===== src/rtl/tqvp_arb_pkg.sv =====
// Shared types and constants for the two-requester register bus arbiter.
// Optional ownership lock is enabled by TQV_ARB_LOCK_EN.
package tqvp_arb_pkg;

  typedef enum logic [1:0] {
    StIdle   = 2'b00,
    StAccess = 2'b01,
    StResp   = 2'b10
  } arb_state_e;

  localparam logic REQ_SPI = 1'b0;
  localparam logic REQ_SEQ = 1'b1;

endpackage


===== src/rtl/tqvp_rr_pick.sv =====
// Combinational two-way round-robin picker.
// With TQV_ARB_LOCK_EN a held lock restricts the grant to the locked owner.
module tqvp_rr_pick import tqvp_arb_pkg::*; (
  input  logic [1:0] req,
  input  logic       last_grant,
`ifdef TQV_ARB_LOCK_EN
  input  logic       lock_active,
  input  logic       lock_owner,
`endif
  output logic       grant_valid,
  output logic       grant_idx
);

  always_comb begin
    grant_valid = |req;
    grant_idx   = REQ_SPI;
    if (req[REQ_SPI] && req[REQ_SEQ]) begin
      grant_idx = ~last_grant;
    end else if (req[REQ_SEQ]) begin
      grant_idx = REQ_SEQ;
    end
`ifdef TQV_ARB_LOCK_EN
    // A locked owner excludes the other requester entirely.
    if (lock_active) begin
      grant_valid = req[lock_owner];
      grant_idx   = lock_owner;
    end
`endif
  end

endmodule


===== src/rtl/tqvp_reg_bus_arbiter.sv =====
// Round-robin arbiter/sequencer sharing one peripheral register port between two requesters.
// Each access is a fixed IDLE -> ACCESS -> RESP sequence; TQV_ARB_LOCK_EN adds ownership lock.
module tqvp_reg_bus_arbiter import tqvp_arb_pkg::*; #(
  parameter int unsigned ADDR_W = 4,
  parameter int unsigned DATA_W = 8
) (
  input  logic              clk,
  input  logic              rst_n,
  input  logic              req0,
  input  logic              req1,
  input  logic              we0,
  input  logic              we1,
  input  logic [ADDR_W-1:0] addr0,
  input  logic [ADDR_W-1:0] addr1,
  input  logic [DATA_W-1:0] wdata0,
  input  logic [DATA_W-1:0] wdata1,
  output logic              ack0,
  output logic              ack1,
  output logic [DATA_W-1:0] rdata0,
  output logic [DATA_W-1:0] rdata1,
`ifdef TQV_ARB_LOCK_EN
  input  logic              lock0,
  input  logic              lock1,
`endif
  output logic [ADDR_W-1:0] address,
  output logic [DATA_W-1:0] data_in,
  output logic              data_write,
  input  logic [DATA_W-1:0] data_out,
  output logic              busy,
  output logic              owner
);

  arb_state_e        state_q, state_d;
  logic [ADDR_W-1:0] addr_q;
  logic [DATA_W-1:0] wdata_q;
  logic              we_q;
  logic              owner_q;
  logic              last_grant_q;
  logic [DATA_W-1:0] rdata0_q, rdata1_q;
  logic              grant_valid, grant_idx;
  logic              take_grant;
`ifdef TQV_ARB_LOCK_EN
  logic              lock_active_q;
`endif

  tqvp_rr_pick u_pick (
    .req         ({req1, req0}),
    .last_grant  (last_grant_q),
`ifdef TQV_ARB_LOCK_EN
    .lock_active (lock_active_q),
    .lock_owner  (owner_q),
`endif
    .grant_valid (grant_valid),
    .grant_idx   (grant_idx)
  );

  assign take_grant = (state_q == StIdle) && grant_valid;

  always_comb begin
    state_d = state_q;
    case (state_q)
      StIdle:   if (grant_valid) state_d = StAccess;
      StAccess: state_d = StResp;
      StResp:   state_d = StIdle;
      default:  state_d = StIdle;
    endcase
  end

  always_ff @(posedge clk or negedge rst_n) begin
    if (!rst_n) begin
      state_q       <= StIdle;
      addr_q        <= '0;
      wdata_q       <= '0;
      we_q          <= 1'b0;
      owner_q       <= REQ_SPI;
      last_grant_q  <= REQ_SEQ;  // requester 0 wins the first tie
      rdata0_q      <= '0;
      rdata1_q      <= '0;
`ifdef TQV_ARB_LOCK_EN
      lock_active_q <= 1'b0;
`endif
    end else begin
      state_q <= state_d;
      if (take_grant) begin
        addr_q       <= (grant_idx == REQ_SEQ) ? addr1  : addr0;
        wdata_q      <= (grant_idx == REQ_SEQ) ? wdata1 : wdata0;
        we_q         <= (grant_idx == REQ_SEQ) ? we1    : we0;
        owner_q      <= grant_idx;
        last_grant_q <= grant_idx;
      end
      // Captured on writes too, so rdata reflects the post-write register value.
      if (state_q == StAccess) begin
        if (owner_q == REQ_SEQ) rdata1_q <= data_out;
        else                    rdata0_q <= data_out;
      end
`ifdef TQV_ARB_LOCK_EN
      if (state_q == StResp) begin
        lock_active_q <= (owner_q == REQ_SEQ) ? lock1 : lock0;
      end
`endif
    end
  end

  assign address    = addr_q;
  assign data_in    = wdata_q;
  assign data_write = (state_q == StAccess) && we_q;
  assign busy       = (state_q != StIdle);
  assign owner      = owner_q;
  assign ack0       = (state_q == StResp) && (owner_q == REQ_SPI);
  assign ack1       = (state_q == StResp) && (owner_q == REQ_SEQ);
  assign rdata0     = rdata0_q;
  assign rdata1     = rdata1_q;

endmodule


===== config.mk =====
export PLATFORM = sky130hd
export DESIGN_NAME = tqvp_reg_bus_arbiter
export DESIGN_NICKNAME = d
export VERILOG_FILES = /design/src/rtl/tqvp_arb_pkg.sv /design/src/rtl/tqvp_rr_pick.sv /design/src/rtl/tqvp_reg_bus_arbiter.sv
export SDC_FILE = /design/constraint.sdc
export NUM_CORES = 1
export LEC_CHECK = 0
export CAP_MARGIN = 20
export CORE_MARGIN = 8
export CORE_UTILIZATION = 25
export DETAILED_ROUTE_END_ITERATION = 16
export PLACE_DENSITY = 0.63
export SYNTH_ARGS = -nofsm -noshare
export SYNTH_HDL_FRONTEND = slang
export SYNTH_HIERARCHICAL = 1
export SYNTH_SLANG_ARGS = --single-unit

===== constraint.sdc =====
create_clock -name clk -period 1.85 [get_ports clk]
set_input_delay 0.37 -clock clk [delete_from_list [all_inputs] [get_ports clk]]
set_output_delay 0.37 -clock clk [all_outputs]
set_load 0.05 [all_outputs]

### After elaboration in Yosys (flattened, before gate mapping)

Cells that the tools add are included.

| word-level totals | value |
|---|---|
| register bits | 33 |
| output and inout port bits | 33 |
| logic and storage cells | 30 |

| cells by class | value |
|---|---|
| equal/unequal tests | 3 |
| muxes and demuxes | 7 |
| bitwise gates (word level) | 2 |
| reduce and logical (&&, ||, !) cells | 10 |

Operator list:

| cell | count |
|---|---|
| $mux 8 | 1 |
| $logic_and 1x1->1 | 5 |
| $mux 4 | 1 |
| $pmux 2 s2 | 1 |
| $reduce_and 2->1 | 2 |
| $mux 1 | 3 |
| $eq 2x1->1 const B | 1 |
| $eq 2x2->1 const B | 1 |
| $logic_not 2->1 | 1 |
| $mux 2 | 1 |
| $ne 2x2->1 const B | 1 |
| $not 1->1 | 2 |
| $reduce_bool 2->1 | 1 |
| $reduce_or 2->1 | 1 |

### Logic depth before layout (Yosys ltp)

Gate-level depths: netlist of run 1.

| logic depth | value |
|---|---|
| depth in word-level cells | 3 |
| gate-level depth with buffers | 5 |
| gate-level depth less buffers | 3 |

### Hierarchy

Netlist of run 1, hierarchy kept.

By module, submodules not included:

| module | instances | cells an instance | area an instance (µm²) | sequential area each (µm²) |
|---|---|---|---|---|
| tqvp_reg_bus_arbiter | 1 | 88 | 1428.9 | 827.0 |
| tqvp_rr_pick | 1 | 2 | 13.8 | 0.0 |

### Worst setup path before layout of run 1

OpenSTA, ideal clock, no wires.

| path | value |
|---|---|
| path type | flip-flop to output port |
| from | reg owner_q (netlist: owner) |
| to | out ack0 |
| arrival time | 1852 ps |
| required time | 1480 ps |
| slack | -372 ps |
| cell stages (with the launch flop) | 2 |
| path buffers | 0 |
| path through | dfrtp_1 -> nor3b_1 |

| on the way | value |
|---|---|
| cells in the longest elaborated chain, start to end | 2 |

Ends and longest elaborated chain:

| item | RTL line | source |
|---|---|---|
| from (decl) | tqvp_reg_bus_arbiter.sv:37 | `logic owner_q;` |
| from (signal assigned) | tqvp_reg_bus_arbiter.sv:88 | `owner_q <= grant_idx;` |
| $not 1->1 (no source line) | n/a |  |
| $logic_and 1x1->1 | tqvp_reg_bus_arbiter.sv:109 | `assign ack0 = (state_q == StResp) && (owner_q == REQ_SPI);` |
| to (decl) | tqvp_reg_bus_arbiter.sv:17 | `output logic ack0,` |

Every way passes these cells.

### Final worst setup path of run 1

| path | value |
|---|---|
| from | in req1 |
| to | reg wdata_q[6] (netlist: data_in[6]) |

| on the way | value |
|---|---|
| cells in the longest elaborated chain, start to end | 3 |
| elaborated cells on any way between the ends | 6 |
| those cells by class | mux: 3; reduce/logical: 3 |

Ends and longest elaborated chain:

| item | RTL line | source |
|---|---|---|
| from (decl) | tqvp_reg_bus_arbiter.sv:10 | `input logic req1,` |
| $mux 1 or $logic_and 1x1->1 (tied branches) | tqvp_rr_pick.sv:19, tqvp_rr_pick.sv:17 |  |
| $mux 1 * | tqvp_rr_pick.sv:17 | `if (req[REQ_SPI] && req[REQ_SEQ]) begin` |
| net grant_idx | tqvp_reg_bus_arbiter.sv:40 | `logic grant_valid, grant_idx;` |
| $mux 8 * | tqvp_reg_bus_arbiter.sv:86 | `wdata_q <= (grant_idx == REQ_SEQ) ? wdata1 : wdata0;` |
| to (signal assigned) | tqvp_reg_bus_arbiter.sv:86 |  |
| to (decl) | tqvp_reg_bus_arbiter.sv:35 | `logic [DATA_W-1:0] wdata_q;` |

Mark *: on every way through the listed nets, which the timed path passes. The rest lies on a longest branch.
A chain may end at the register's enable or synchronous reset.

==> flow_summary_export.csv, run 1 <==
group,metric,value,unit
run_status,outcome,"complete, no violations",
placement,dp_slack,-0.189,ns
logic_synthesis,synth.net_count,128,
timing,fmax,571,MHz
worst_setup_path,critPathLaunchType,"primary input",
placement,port_buffers,70,
logic_synthesis,yosysTopAreaCell,"dfrtp_1",
clock_network,clockBufferDepth,2,
timing,slew_violations,0,
logic_synthesis,synth_area,0.00144,sq mm
routing,viasPerCell,4.30,
timing,min_period,1.75,ns
job,cap_viol_max_count,0,
placement,place_congestion,0.686,
floorplanning,core,0.00554,sq mm
timing,setup_viol,0,
floorplanning,placementRows,27,
floorplanning,die_h,92.0,um
timing,finalHoldViolations,0,
clock_network,cts_made_buffers,5,
floorplanning,dieWidth,92.0,um
timing,worst_pin_slew,0.493,ns
worst_setup_path,cp_data_required_time,2.01,ns
logic_synthesis,synthTopCellsByArea,"dfrtp_1 (56%), mux2_2 (34%), nor3b_4 (2.6%), dfstp_2 (1.8%), buf_6 (0.78%)",
logic_synthesis,synth_cell_types,14,
grt,first_global_vias,1185,
timing,rsz0062_at_grt,"false",
clock_network,holdBufCountCts,0,
timing,fin_crit_sh,94.6,%
logic_synthesis,syn_area_per_cell,16.0,sq um
timing,relSlewSlack,67.1,%
grt,antenna_found_initial,0,
power_and_ir_drop,vdd_ir_drop_max,0.791,mV
logic_synthesis,synth_edf_count,0,
clock_network,ctsResizeCount,0,
routing,dr.first_iter.drc_count,20,
worst_setup_path,cp_common_cell,"mux2_2",
grt,overflow,0,
logic_synthesis,ys_warn_count,6,
floorplanning,io_pins,71,
power_and_ir_drop,leakagePower,0.000999,uW
clock_network,path_clk_slew,0.07,ns
worst_setup_path,crit_fanout,11,
logic_synthesis,synth_common_cells,"mux2_2 (44), dfrtp_1 (32), buf_2 (2), nor3b_4 (2)",
clock_network,postCtsSetupBuffers,0,
worst_setup_path,worstPathCellList,"clkdlybuf4s50_1, a21boi_1, buf_4, mux2_2, mux2_2",
worst_setup_path,worstSetupPathType,"in -> reg",
grt,grt_max_degree,34,
routing,routedWlPerCell,16.3,um
floorplanning,die_area,0.00846,sq mm
worst_setup_path,crit_arrival,1.91,ns
routing,drc,0,
routing,wl,3920,um
grt,grt_pass1_wl,6280,um
power_and_ir_drop,finalPower,4970,uW
timing,clock_skew,0.00423,ns
timing,fin_ws,0.0994,ns
final_layout,nNetsFinal,206,
clock_network,cts.sink_count,33,
hold_path,hold_class,"in -> async",
logic_synthesis,synth_most_common_cell,"mux2_2",
final_layout,antenna_cells,0,
clock_network,h-tree-depth,2,
routing,via_count,1037,
final_layout,drive_gt1_share,56.2,%
clock_network,clock_latency,0.27,ns
logic_synthesis,synth_cells,90,
logic_synthesis,synth-main-ff-cell,"dfrtp_1",
grt,grtUsageTotal,9.46,%
worst_setup_path,critPathCaptureType,"flop",
power_and_ir_drop,p_per_area,2120,mW/mm^2
final_layout,area_growth,62.4,%
clock_network,clock-root-buffer,"clkbuf_8",
clock_network,cts_tree,"built",
logic_synthesis,synth_top_cell_area_share,55.5,%
floorplanning,initial_utilization,26.0,%
logic_synthesis,synthArstFlopShare,100,%
routing,drtAntennaViolNets,0,
worst_setup_path,crit_slowest_cell,"clkdlybuf4s50_1",
routing,drtPass1Iterations,3,
logic_synthesis,yosysSeqAreaShare,57.3,%
logic_synthesis,yosys_register_bits,33,
worst_setup_path,max_stage_delay,0.49,ns
[critical path, delay by kind of cell]
family                 cells  cell delay (ns)
AOI/OAI and AO/OA          1             0.20
buffers and inverters      2             0.72
muxes                      2             0.62
[cell usage in the layout, fill, tap and decap left out]
| cell type | count |
|---|---|
| clkdlybuf4s50_1 | 37 |
| nor3b_2 | 1 |
| buf_12 | 5 |
| or2_1 | 1 |
| and2_1 | 1 |
| dfrtp_1 | 32 |
| dfstp_2 | 1 |
| and3b_2 | 1 |
| or2_2 | 1 |
| mux2_2 | 44 |
| clkbuf_1 | 1 |
| clkbuf_8 | 6 |
| a21boi_1 | 1 |
| buf_4 | 32 |
| nor2b_1 | 1 |
| bufinv_16 | 1 |
| nand3b_2 | 1 |
| nor3b_4 | 2 |
[state kept, by name (all words and copies together) (netlist names)]
register	cells
rdata1	8
address	4
we_q	1
last_grant_q	1
rdata0	8
state_q	2
owner	1
data_in	8
[cell type report]
type	count	area, sq um
fill	522	3200
sequential	33	827
timing repair buffer	74	711
multi-input combinational	54	599
tap	72	90.1
clock buffer	7	86.3
clock inverter	1	30.0
[path summary, 6_finish.rpt]
check | start | to | slack (ns) | cells after the start
max | req1 | data_in[6] | 0.1 | 5
min | rst_n | rdata0[1] | 0.50 | 2
max reg2reg | last_grant_q | data_in[6] | 0.34 | 4
min reg2reg | rdata1[6] | rdata1[6] | 0.51 | 1
max in group asynchronous | rst_n | last_grant_q | 1.02 | 2
min in group clk | rdata1[6] | rdata1[6] | 0.51 | 1
[cells by family after synthesis]
| kind of cell | after synthesis | synth area share (%) |
|---|---|---|
| compound gates | 1 | 0.521 |
| flops | 33 | 57.3 |
| simple gates | 9 | 6.33 |
| buf+inv | 3 | 1.47 |
| mux | 44 | 34.3 |
[per-stage QoR]
step	utilization (%)	setup TNS [ns]	hold WS [ns]	area (sq um)	cells
after floorplan	-	0	0.0744	1450	90
after global placement	40.2	-1.43	0.490	2230	233
after detailed placement	40.2	-2.01	0.499	2230	233
after CTS	42.3	0	0.509	2340	241
after global routing	42.3	0	0.531	2340	241
final	42.3	0	0.495	2340	241
[report_power, final]
group / switching, uW / internal (uW) / total, uW
clock: 248 / 439 / 687
combinational: 1770 / 1150 / 2920
sequential: 258 / 1100 / 1360
[metal layers]
layer | routed length (um) | track usage (%)
met2 | 2170 | 17.0
met5 | 0 | 0
met1 | 1460 | 9.81
met4 | 46 | 3.62
met3 | 236 | 3.34
Power figures use the tool's default switching activity.
==> run 2, diff against run 1 <==
==> constraint.sdc (replaced) <==
create_clock -name clk -period 1.85 [get_ports clk]
set_input_delay 0.185 -clock clk [delete_from_list [all_inputs] [get_ports clk]]
set_output_delay 0.185 -clock clk [all_outputs]
set_load 0.05 [all_outputs]
==> flow_summary_export.csv, run 2 (same netlist as run 1, synthesis figures left out) <==
group,metric,value,unit
run_status,outcome,"complete, no violations",
final_layout,layout_commonest_cell,"clkdlybuf4s50_1",
floorplanning,core,0.00554,sq mm
timing,worst_pin_slew,0.536,ns
worst_setup_path,crit_arrival,1.46,ns
grt,overflow,0,
floorplanning,die_area,0.00846,sq mm
worst_setup_path,critPathBufInv,1,
timing,rsz0062_at_grt,"false",
worst_setup_path,worstSetupPathType,"reg -> out",
worst_setup_path,critPathLaunchType,"flop",
timing,finalHoldViolations,0,
timing,clock_skew,0.00810,ns
placement,dp_hpwl,3150,um
floorplanning,dieWidth,92.0,um
floorplanning,io_pins,71,
floorplanning,initial_utilization,26.0,%
clock_network,ctsResizeCount,0,
power_and_ir_drop,sw_frac_of_total,46.8,%
timing,relSlewSlack,64.1,%
timing,min_period,1.64,ns
timing,hold_slack,0.307,ns
clock_network,path_clk_slew,0.07,ns
worst_setup_path,worst-r2r-setup-slack,0.35,ns
worst_setup_path,crit_fanout,2,
clock_network,holdBufCountCts,0,
worst_setup_path,critPathCaptureType,"output port",
worst_setup_path,cp_top_family,"buffers and inverters",
timing,fin_crit_sh,88.7,%
final_layout,antenna_cells,0,
routing,via_count,1035,
hold_path,hold_class,"in -> async",
worst_setup_path,crit_path_end,"rdata0[3]",
timing,setup_viol,0,
routing,viasPerCell,4.29,
placement,place_congestion,0.652,
clock_network,cts_tree,"built",
clock_network,clockBufferDepth,2,
routing,drtAntennaViolNets,0,
routing,wl,4000,um
final_layout,area_growth,62.3,%
timing,fin_setup_tns,0,ns
grt,first_global_vias,1161,
timing,fmax,610,MHz
worst_setup_path,crit_slowest_cell,"clkdlybuf4s50_1",
worst_setup_path,reg2reg_to,"data_in[6]",
grt,grt_pass1_wl,6420,um
power_and_ir_drop,clockPowerShare,10.5,%
job,cap_viol_max_count,0,
placement,dp_slack,0.0247,ns
worst_setup_path,worstRegToRegCells,4,
worst_setup_path,worstPathCellList,"clkdlybuf4s50_1",
grt,antenna_found_initial,0,
routing,routedWlPerCell,16.6,um
worst_setup_path,worstSetupPathDepth,1,
worst_setup_path,max_stage_delay,0.83,ns
clock_network,postCtsSetupBuffers,0,
clock_network,h-tree-depth,2,
timing,fin_ws,0.209,ns
power_and_ir_drop,p_int,2570,uW
power_and_ir_drop,p_seq_share,27.8,%
clock_network,cts_made_buffers,5,
worst_setup_path,timing.rr.start,"last_grant_q",
routing,dr.first_iter.drc_count,20,
grt,grt_max_degree,34,
final_layout,drive_gt1_share,39.1,%
clock_network,cts.sink_count,33,
floorplanning,placementRows,27,
grt,grtUsageTotal,9.82,%
routing,drtPass1Iterations,4,
power_and_ir_drop,combPwrFrac,61.8,%
worst_setup_path,cp_data_required_time,1.66,ns
power_and_ir_drop,power_switching,2260,uW
final_layout,layout_common_cells,"clkdlybuf4s50_1 (65), mux2_2 (44), dfrtp_1 (32)",
final_layout,nNetsFinal,206,
power_and_ir_drop,leakagePower,0.000947,uW
worst_setup_path,crit_start,"rdata0[3]",
placement,port_buffers,70,
floorplanning,die_h,92.0,um
timing,slew_violations,0,
power_and_ir_drop,p_per_area,2060,mW/mm^2
clock_network,clock-root-buffer,"clkbuf_8",
routing,drc,0,
clock_network,clock_latency,0.28,ns
power_and_ir_drop,vdd_ir_drop_max,0.838,mV
-- run 2: cell count changes in the layout (fill, tap and decap cells not counted) --
cell,before,now
clkbuf_1,1,2
bufinv_16,1,0
clkdlybuf4s50_1,37,65
buf_4,32,7
clkinv_2,0,1
clkbuf_8,6,5
buf_12,5,2
-- run 2: cell type report --
| cell class | count | area [sq um] |
|---|---|---|
| fill | 535 | 3200 |
| clock inverter | 1 | 5.00 |
| sequential | 33 | 827 |
| multi-input combinational | 54 | 599 |
| timing repair buffer | 74 | 743 |
| clock buffer | 7 | 76.3 |
| tap | 72 | 90.1 |
-- run 2: worst min-delay path by stage --
stage / startpoint / to / slack, ns / cells past startpoint
2_1_floorplan: rst_n / address[0] / -0.11 / 0
3_3_place_gp: rdata1[2] / rdata1[2] / 0.49 / 1
3_5_place_dp: rdata1[0] / rdata1[0] / 0.50 / 1
4_1_cts: rst_n / rdata1[5] / 0.32 / 2
5_1_grt: rst_n / rdata0[4] / 0.36 / 2
6_report: rst_n / state_q[1] / 0.31 / 2
-- run 2: worst reg2reg max path: stages (launching register included) --
cell and delay [ns]:
dfstp_2 0.37, a21boi_1 0.18, buf_4 0.23, mux2_2 0.35, mux2_2 0.26
-- run 2: stage by stage --
step | std cells | cell area (sq um) | util, % | total power, uW
6_report | 241 | 2340 | 42.3 | 4830
5_1_grt | 241 | 2340 | 42.3 | 5080
4_1_cts | 241 | 2340 | 42.3 | 4920
3_5_place_dp | 233 | 2260 | 40.8 | 4390
3_3_place_gp | 233 | 2260 | 40.8 | 4320
2_1_floorplan | 90 | 1450 | - | 3300
-- run 2: layer usage --
metal | track usage (%) | share of wire, %
met1 | 10.2 | 38
met2 | 17.9 | 55
met3 | 3.02 | 5.3
met4 | 4.03 | 1.5
met5 | 0 | 0
-- run 2: power by group through the flow --
stage          clock network [uW]  registers [uW]  logic [uW]
6_report                      505            1340        2990
5_1_grt                       569            1410        3110
4_1_cts                       531            1350        3040
3_5_place_dp                    0            1360        3030
3_3_place_gp                    0            1340        2980
2_1_floorplan                   0            2480         823
==> RTL edit: new RTL, flow settings as in run 2 <==
Encoding of `arb_state_e`: now one-hot (3 bits for 3 states).
--- a/src/rtl/tqvp_arb_pkg.sv
+++ b/src/rtl/tqvp_arb_pkg.sv
@@ -2,10 +2,10 @@
 // Optional ownership lock is enabled by TQV_ARB_LOCK_EN.
 package tqvp_arb_pkg;
 
-  typedef enum logic [1:0] {
-    StIdle   = 2'b00,
-    StAccess = 2'b01,
-    StResp   = 2'b10
+  typedef enum logic [2:0] {
+    StIdle   = 3'b001,
+    StAccess = 3'b010,
+    StResp   = 3'b100
   } arb_state_e;
 
   localparam logic REQ_SPI = 1'b0;
Formal check against the unedited RTL: same outputs for any inputs over 10 cycles, from zero or initial values and one cycle with rst_n low; not proved beyond that.
==> RTL edit against run 2 <==
  * Synthesized area is 4.5% higher
  * First-iteration DRC count down 65%
  * Design area rose by 4.5%
  * Routed wire length shrank 3.6%
  * Worst setup slack got worse by 90 ps
  * Highest routed layer unchanged
  * Largest cell class unchanged
  * Sequential cell count up 1
  * Cell count rose by 2.1%
  * Total power grew 1.7%
==> RTL edit: results (changes against run 2) <==
By area the synthesized netlist is led by sky130_fd_sc_hd__dfrtp_1 (53%), sky130_fd_sc_hd__mux2_2 (33%), sky130_fd_sc_hd__dfstp_2 (3.5%), sky130_fd_sc_hd__and4bb_2 (1.7%), sky130_fd_sc_hd__nor4bb_4 (1.7%). The worst supply voltage drop on vdd is 1.026 mV (+22%). The count of different cell masters after synthesis came out at 16 (+2).

The run gives 1550 ps (+90 ps) as the data arrival time of the worst path. For the number of cells after detailed placement, the log shows 238 (+2.1%). The tools report the sum of met2 wire segment lengths after detailed routing as 2.188 mm (-0.27%). The number of global-route vias before repair came out at 1210 (+4.2%). The logs give 132 (+3.1%) for the post-synthesis net count and 3 (-1) for the number of search-and-repair iterations in the first detailed-routing pass.

The share of cells above drive strength 1 was 39.18% (+0.13 points). The compound-cell area share of the yosys netlist was 0.4979% (-0.022 points). The tools report the origin of the critical flop-to-flop path as state_q[0]. Detailed-route vias per instance: 4.207 (-2.0%).

The post-layout net count is 208 (+0.97%). The proportion of synthesized area in mux cells was 32.86% (-1.5 points); the met3 demand-to-capacity share in global routing was 3.277% (+0.26 points). The tools report the leakage power as 0.9763 nW (+3.1%). The global-route usage over all layers is 9.282% (-0.54 points), and the final cycle utilization of the critical path is 93.54% (+4.9 points). The flow ran to the end, and the final reports show no timing, DRC or antenna violations. The DRC marker count from the first detailed-route iteration is 7 (-65%). End of the critical path: busy. The logs give 0.649 mW (+29%) for the clock distribution power and 56.60% (-0.73 points) for the sequential-to-total area share from yosys stat. The area fraction of the dominant cell type after synthesis works out to 53.11% (-2.4 points).

The endpoint identified for the worst register-to-register timing path is address[1]. The synthesized area per cell is 16.04 µm² (about the same), and the worst slack at placement is 29.26 ps (+4.541 ps). Stage delay of the slowest cell on the critical path: 610 ps (-220 ps).

For the count of fill cells added during filler insertion, the log shows 560 (+4.7%). Sequential group share of total power: 28.5% (+0.7 points).
==> RTL edit: cell types whose count changed in the layout (fill, tap and decap cells not counted), moves of 2 or more <==
cell,run 2,this run
sky130_fd_sc_hd__nor3b_4,2,0
sky130_fd_sc_hd__buf_12,2,4
sky130_fd_sc_hd__buf_4,7,5
sky130_fd_sc_hd__and4bb_2,0,2
==> RTL edit: worst max-delay path, delay by kind of cell (launching register included) <==
kind          cells  cell delay (ps)
flops             1              610
simple gates      1              450
buf+inv           1              200
==> RTL edit: cell type report <==
| class | instances | area (µm²) | share of cell area (%) |
|---|---|---|---|
| clock buffer | 7 | 76.32 | 3.120 |
| clock inverter | 1 | 30.03 | 1.228 |
| multi-input combinational | 55 | 624.3 | 25.52 |
| sequential | 34 | 853.3 | 34.88 |
| tap | 75 | 93.84 | 3.836 |
| timing repair buffer | 74 | 768.2 | 31.41 |
